File: src/rtl/stall_ctrl_if.sv
// Stall/flush control bundle between the pipeline stages and stall_ctrl.
// Latency: none. The interface only groups the signals.
// Backpressure: none. The stall vector itself is the pipeline's backpressure.
interface stall_ctrl_if #(
    parameter int CNT_W = 32
);
    // Requests from the pipeline stages, plus exception info from MEM/CP0
    logic              stallreq_if;
    logic              stallreq_id;
    logic              stallreq_ex;
    logic              stallreq_mem;
    logic [31:0]       excepttype;
    logic [31:0]       epc;

    // Control and status back to the pipeline
    logic [5:0]        stall;
    logic              flush;
    logic [31:0]       new_pc;
    logic [CNT_W-1:0]  stall_cycles;
    logic [CNT_W-1:0]  flush_count;
    logic              stall_timeout;

    // Pipeline side: raises requests and consumes the control outputs
    modport master (
        output stallreq_if, stallreq_id, stallreq_ex, stallreq_mem, excepttype, epc,
        input  stall, flush, new_pc, stall_cycles, flush_count, stall_timeout
    );

    // Controller side
    modport slave (
        input  stallreq_if, stallreq_id, stallreq_ex, stallreq_mem, excepttype, epc,
        output stall, flush, new_pc, stall_cycles, flush_count, stall_timeout
    );
endinterface

File: src/rtl/stall_ctrl.sv
// Pipeline control: merges per-stage stall requests into one stall vector and raises an exception/ERET flush.
// Latency: stall/flush/new_pc are same-cycle combinational. The perf counters and the watchdog are registered.
// Backpressure: a stall from stage k holds stages 0..k. WB is never stalled. A flush overrides every stall request.
module stall_ctrl #(
    parameter logic [31:0] EXC_VECTOR = 32'h0000_0020,
    parameter logic [31:0] ERET_TYPE  = 32'h0000_000e,
    parameter int          TIMEOUT    = 1024,
    parameter int          CNT_W      = 32
) (
    input  logic         clk,
    input  logic         rst,
    stall_ctrl_if.slave  bus
);

    localparam logic STOP   = 1'b1;
    localparam int   RUN_W  = $clog2(TIMEOUT + 1);
    localparam logic [RUN_W-1:0] RUN_MAX = RUN_W'(TIMEOUT);

    // Each stage's stall pattern: the requesting stage and all older stages hold.
    localparam logic [5:0] STALL_NONE = 6'b000000;
    localparam logic [5:0] STALL_IF   = 6'b000011;
    localparam logic [5:0] STALL_ID   = 6'b000111;
    localparam logic [5:0] STALL_EX   = 6'b001111;
    localparam logic [5:0] STALL_MEM  = 6'b011111;

    logic [5:0]        stall_c;
    logic              flush_c;
    logic [31:0]       new_pc_c;
    logic [CNT_W-1:0]  stall_cycles_q;
    logic [CNT_W-1:0]  flush_count_q;
    logic [RUN_W-1:0]  run_cnt_q;
    logic [RUN_W-1:0]  run_cnt_nxt;
    logic              stall_timeout_q;

    // Priority merge. Reset beats an exception, an exception beats any stall,
    // and a younger stage's request beats an older stage's request.
    always_comb begin
        stall_c  = STALL_NONE;
        flush_c  = 1'b0;
        new_pc_c = 32'h0;
        if (rst) begin
            stall_c  = STALL_NONE;
        end else if (bus.excepttype != 32'h0) begin
            flush_c  = 1'b1;
            new_pc_c = (bus.excepttype == ERET_TYPE) ? bus.epc : EXC_VECTOR;
        end else if (bus.stallreq_mem) begin
            stall_c  = STALL_MEM;
        end else if (bus.stallreq_ex) begin
            stall_c  = STALL_EX;
        end else if (bus.stallreq_id) begin
            stall_c  = STALL_ID;
        end else if (bus.stallreq_if) begin
            stall_c  = STALL_IF;
        end
    end

    // Consecutive-stall run length. It counts only cycles where the PC is held.
    // It saturates so that a very long lock-up cannot wrap around to zero.
    always_comb begin
        run_cnt_nxt = '0;
        if (flush_c || (stall_c[0] != STOP)) begin
            run_cnt_nxt = '0;
        end else if (run_cnt_q == RUN_MAX) begin
            run_cnt_nxt = run_cnt_q;
        end else begin
            run_cnt_nxt = run_cnt_q + RUN_W'(1);
        end
    end

    // Perf counters. They wrap naturally at 2^CNT_W.
    always_ff @(posedge clk) begin
        if (rst) begin
            stall_cycles_q <= '0;
            flush_count_q  <= '0;
        end else begin
            if (stall_c[0] == STOP) begin
                stall_cycles_q <= stall_cycles_q + CNT_W'(1);
            end
            if (flush_c) begin
                flush_count_q <= flush_count_q + CNT_W'(1);
            end
        end
    end

    // Watchdog. It becomes visible in the cycle after the TIMEOUT-th consecutive
    // stalled cycle, and it stays set until reset. It only reports the lock-up
    // and never alters the stall vector.
    always_ff @(posedge clk) begin
        if (rst) begin
            run_cnt_q       <= '0;
            stall_timeout_q <= 1'b0;
        end else begin
            run_cnt_q <= run_cnt_nxt;
            if (run_cnt_nxt == RUN_MAX) begin
                stall_timeout_q <= 1'b1;
            end
        end
    end

    // Drive the interface outputs
    always_comb begin
        bus.stall         = stall_c;
        bus.flush         = flush_c;
        bus.new_pc        = new_pc_c;
        bus.stall_cycles  = stall_cycles_q;
        bus.flush_count   = flush_count_q;
        bus.stall_timeout = stall_timeout_q;
    end

endmodule

File: src/flat_wrapper.sv
// flat-port wrapper written by rule: the top's interface ports become plain ports
module stall_ctrl_flat 
#(
    parameter logic [31:0] EXC_VECTOR = 32'h0000_0020,
    parameter logic [31:0] ERET_TYPE  = 32'h0000_000e,
    parameter int          TIMEOUT    = 1024,
    parameter int          CNT_W      = 32
)
  (clk, rst, bus_stallreq_if, bus_stallreq_id, bus_stallreq_ex, bus_stallreq_mem, bus_excepttype, bus_epc, bus_stall, bus_flush, bus_new_pc, bus_stall_cycles, bus_flush_count, bus_stall_timeout);
  stall_ctrl_if #(.CNT_W(CNT_W)) bus_i ();
  input  logic clk;
  input  logic rst;
  input wire logic [$bits(bus_i.stallreq_if)-1:0] bus_stallreq_if;
  input wire logic [$bits(bus_i.stallreq_id)-1:0] bus_stallreq_id;
  input wire logic [$bits(bus_i.stallreq_ex)-1:0] bus_stallreq_ex;
  input wire logic [$bits(bus_i.stallreq_mem)-1:0] bus_stallreq_mem;
  input wire logic [$bits(bus_i.excepttype)-1:0] bus_excepttype;
  input wire logic [$bits(bus_i.epc)-1:0] bus_epc;
  output wire logic [$bits(bus_i.stall)-1:0] bus_stall;
  output wire logic [$bits(bus_i.flush)-1:0] bus_flush;
  output wire logic [$bits(bus_i.new_pc)-1:0] bus_new_pc;
  output wire logic [$bits(bus_i.stall_cycles)-1:0] bus_stall_cycles;
  output wire logic [$bits(bus_i.flush_count)-1:0] bus_flush_count;
  output wire logic [$bits(bus_i.stall_timeout)-1:0] bus_stall_timeout;
  assign bus_i.stallreq_if = bus_stallreq_if;
  assign bus_i.stallreq_id = bus_stallreq_id;
  assign bus_i.stallreq_ex = bus_stallreq_ex;
  assign bus_i.stallreq_mem = bus_stallreq_mem;
  assign bus_i.excepttype = bus_excepttype;
  assign bus_i.epc = bus_epc;
  assign bus_stall = bus_i.stall;
  assign bus_flush = bus_i.flush;
  assign bus_new_pc = bus_i.new_pc;
  assign bus_stall_cycles = bus_i.stall_cycles;
  assign bus_flush_count = bus_i.flush_count;
  assign bus_stall_timeout = bus_i.stall_timeout;
  stall_ctrl #(.EXC_VECTOR(EXC_VECTOR), .ERET_TYPE(ERET_TYPE), .TIMEOUT(TIMEOUT), .CNT_W(CNT_W)) u_core (.clk(clk), .rst(rst), .bus(bus_i));
endmodule
File: config.mk
export PLATFORM = sky130hd
export DESIGN_NAME = stall_ctrl_flat
export DESIGN_NICKNAME = d
export VERILOG_FILES = /design/src/rtl/stall_ctrl_if.sv /design/src/rtl/stall_ctrl.sv /design/src/flat_wrapper.sv
export SDC_FILE = /design/constraint.sdc
export NUM_CORES = 1
export LEC_CHECK = 0
export ABC_AREA = 1
export CAP_MARGIN = 20
export CORE_MARGIN = 2
export CORE_UTILIZATION = 46
export CTS_BUF_LIST = sky130_fd_sc_hd__clkbuf_8
export CTS_CLUSTER_DIAMETER = 150
export DETAILED_ROUTE_END_ITERATION = 7
export GPL_TIMING_DRIVEN = 0
export PLACE_DENSITY_LB_ADDON = 0.15
export SYNTH_ARGS = -nofsm -noshare
export SYNTH_HDL_FRONTEND = slang
export SYNTH_SLANG_ARGS = --single-unit
File: constraint.sdc
create_clock -name clk -period 2.05 [get_ports clk]
set_clock_uncertainty 0.1 [all_clocks]
set_input_delay 0.41 -clock clk [delete_from_list [all_inputs] [get_ports clk]]
set_output_delay 0.41 -clock clk [all_outputs]
set_load 0.005 [all_outputs]
==> out/metrics.yaml <==
start_util_pct: 47.6
outcome: "finished, violations left"
comb_power_share_pct: 12.0
routed-wl-met3_mm: 1.22
syn_area_um2: 4700
post-synth-top-count-cell: "nand2_1"
powerDensity_nw_per_um2: 480
worstMarginPinSlew_ns: 0.703
power_w: 0.00365
cts.sinks: 76
worst-path-buf-inv: 6
cp.required_ns: 1.54
grt_pass1_wl_mm: 27.9
cp_slowest_cell: "buf_2"
drt-met1-wl_mm: 6.74
synth-async-reset-ratio_pct: 0
fmax_ghz: 0.435
yosys.area_share.adder_pct: 1.07
drv_slew: 0
max_cap_viol_count: 0
numPortBuffers: 171
ys_types: 37
yosysWarnings: 0
dr_wl_met2_mm: 9.72
path_max_fanout: 5
clk_pin_slew_worst_paths_ns: 0.08
cp-end-kind: "output port"
core_um2: 9860
cts_made_buffers: 9
hp-class: "reg -> reg"
synthSimpleGateAreaFrac_pct: 42.5
crit_family: "buffers and inverters"
drt_iter0_drc: 358
drive_above_1_share_pct: 26.1
p_int_w: 0.00279
hold_viol_final: 0
synth_common_cells: "200 x nand2_1, 148 x nor2_1, 76 x dfxtp_1, 76 x inv_1, 55 x a21oi_1"
grt_max_degree: 14
synthMuxAreaShare_pct: 0
cp-start-kind: "input port"
failed_checks: "setup timing"
fin_crit_ns: 2.30
clock_path_buffers: 2
synth_top_area_share_pct: 32.4
yosys_most_used_dff: "dfxtp_1"
power.net_switching_w: 0.000867
avgSynthCellArea_um2: 6.15
max-slew-margin-rel_pct: 53.1
synth_top_family_by_area: "simple AND/OR/NAND/NOR gates"
path_cells: "buf_4, nor2_4, nand2_1, nor2_2, nand2_2, inv_2, nand2_2, inv_4, buf_6, buf_6, nand2_1, nor2_1, buf_2"
critPathKind: "in -> out"
viasPerCell: 5.43
max_stage_delay_ns: 0.17
drc: 0
ant_nets: 0
switching_share_pct: 23.7
fin_ws_ns: -0.247
dp_hpwl_mm: 13.1
root_buffer: "clkbuf_8"
vias: 6072
rsz0062_at_grt: "yes"
clockPowerShare_pct: 45.4
place_congestion: 0.947
cts_tree: "built"
h-tree-depth: 3
synth_compound_area_share_pct: 9.43
wl_per_cell_um: 16.8
period_share_pct: 112
worst_ep_arrival_time_ns: 1.79
fill_cells: 742
syn_inst: 764
tns_ns: -5.75
dieWidth_um: 105
die-area_um2: 11000
yosysTopAreaCell: "dfxtp_1"
ys_ff_latch: 76
syn_nets: 838
clock_latency_ns: 0.36
grt_pass1_vias: 5822
first_pass_iters: 7
synth-edff-count: 0
area_growth_pct: 62.1
ios: 174
finalNetCount: 1053
dieHeight_um: 105
ys_seq_area_share_pct: 32.4
synthXorXnorAreaFrac_pct: 5.78
p_leak_nw: 3.09
p_seq_share_pct: 42.6
top_layer_used: "met4"
routed_wirelength_mm: 18.8
peakVddDrop_mv: 0.328
synth_area_leaders: "dfxtp_1 32%, nand2_1 16%, nor2_1 12%"
antenna_found_initial: 1
placementRows: 36
grt_usage_pct: 31.7
setup_viol: 37
grt_overflow: 0
==> flip-flops by register name, summed over array words and instances, names as in the netlist <==
signal and cells:
u_core.run_cnt_q 11, u_core.bus.stall_cycles 32, u_core.bus.stall_timeout 1, u_core.bus.flush_count 32
==> final timing paths <==
check | start | to | slack (ns) | depth (start not counted)
hold reg to reg | u_core.bus.stall_timeout | u_core.bus.stall_timeout | 0.38 | 2
setup reg to reg | u_core.run_cnt_q[2] | u_core.bus.stall_timeout | 0.12 | 9
hold / removal | u_core.bus.stall_timeout | u_core.bus.stall_timeout | 0.38 | 2
setup / recovery | bus_excepttype[28] | bus_new_pc[8] | -0.25 | 13
==> timing repair <==
| action | CTS | global route |
|---|---|---|
| buffers inserted | 24 | 10 |
| cloned | 3 | 0 |
| resized for setup | 371 | 115 |
| pin swaps | 54 | 35 |
| endpoints found under the setup margin | 72 | 61 |
| hold buffers | 0 | 0 |
==> cell families after synthesis <==
family / Yosys count
XOR/XNOR: 31
AND/OR/NAND/NOR: 465
adder cells (fa/ha/maj): 4
buffers and inverters: 104
AO/OA/AOI/OAI: 83
other: 1
flip-flops: 76
==> tightest hold or removal path: stages, from the launching register on <==
cell	delay, ns
dfxtp_1	0.33
inv_1	0.06
a21oi_1	0.05
==> placed cells by master, fill, tap and decap left out, types with 4 or more instances in the layout <==
cell type,count
nor3_1,25
nor3_2,6
dlygate4sd2_1,4
clkbuf_1,8
dfxtp_1,69
inv_2,6
xor2_1,15
nand4_1,24
buf_2,52
inv_1,68
inv_4,4
buf_8,5
nand2_1,167
clkdlybuf4s50_1,98
nand3_1,36
o21ai_0,16
nor4_1,4
nor2_4,27
buf_6,30
a21oi_1,53
bufinv_16,5
nand2_2,11
buf_4,23
nor2_2,27
nand2_4,24
xnor2_1,16
dfxtp_2,4
clkbuf_8,10
nor2_1,100
==> through the flow <==
| stage | setup WS, ns | area [um2] | utilization [%] | hold slack, ns | std cells |
|---|---|---|---|---|---|
| after global routing | -0.291 | 7620 | 77.2 | 0.402 | 1118 |
| after floorplan | 0.0398 | 4700 | - | 0.347 | 764 |
| after global placement | -1.29 | 6580 | 66.7 | 0.362 | 1068 |
| after detailed placement | -1.33 | 6580 | 66.7 | 0.355 | 1068 |
| final | -0.247 | 7620 | 77.2 | 0.385 | 1118 |
| after CTS | -0.189 | 7190 | 72.8 | 0.370 | 1108 |
==> layer usage <==
metal	global-route usage, %	vias up
met5	0	-
met4	21.2	0
met3	6.18	79
met2	57.1	295
met1	33.2	2820
li1	-	2878
==> power groups by stage <==
stage | combinational, W | clock, W | sequential, W
2_1_floorplan | 0.000110 | 0 | 0.00157
3_3_place_gp | 0.000343 | 0 | 0.00158
3_5_place_dp | 0.000353 | 0 | 0.00158
4_1_cts | 0.000399 | 0.00166 | 0.00155
5_1_grt | 0.000465 | 0.00173 | 0.00156
6_report | 0.000439 | 0.00166 | 0.00156
==> final cells by class <==
type / count / area [um2] / share of cell area, %
well taps: 133 / 166 / 2.18
multi-input cells: 584 / 3300 / 43.3
repair buffers: 206 / 1820 / 23.9
flip-flops and latches: 76 / 1540 / 20.2
plain buffers: 23 / 196 / 2.58
clock inverters: 7 / 163 / 2.14
diodes: 1 / 2.50 / 0.0329
clock buffers: 9 / 124 / 1.63
inverters: 79 / 308 / 4.04
Note: power is estimated with default switching activity, not from simulation.
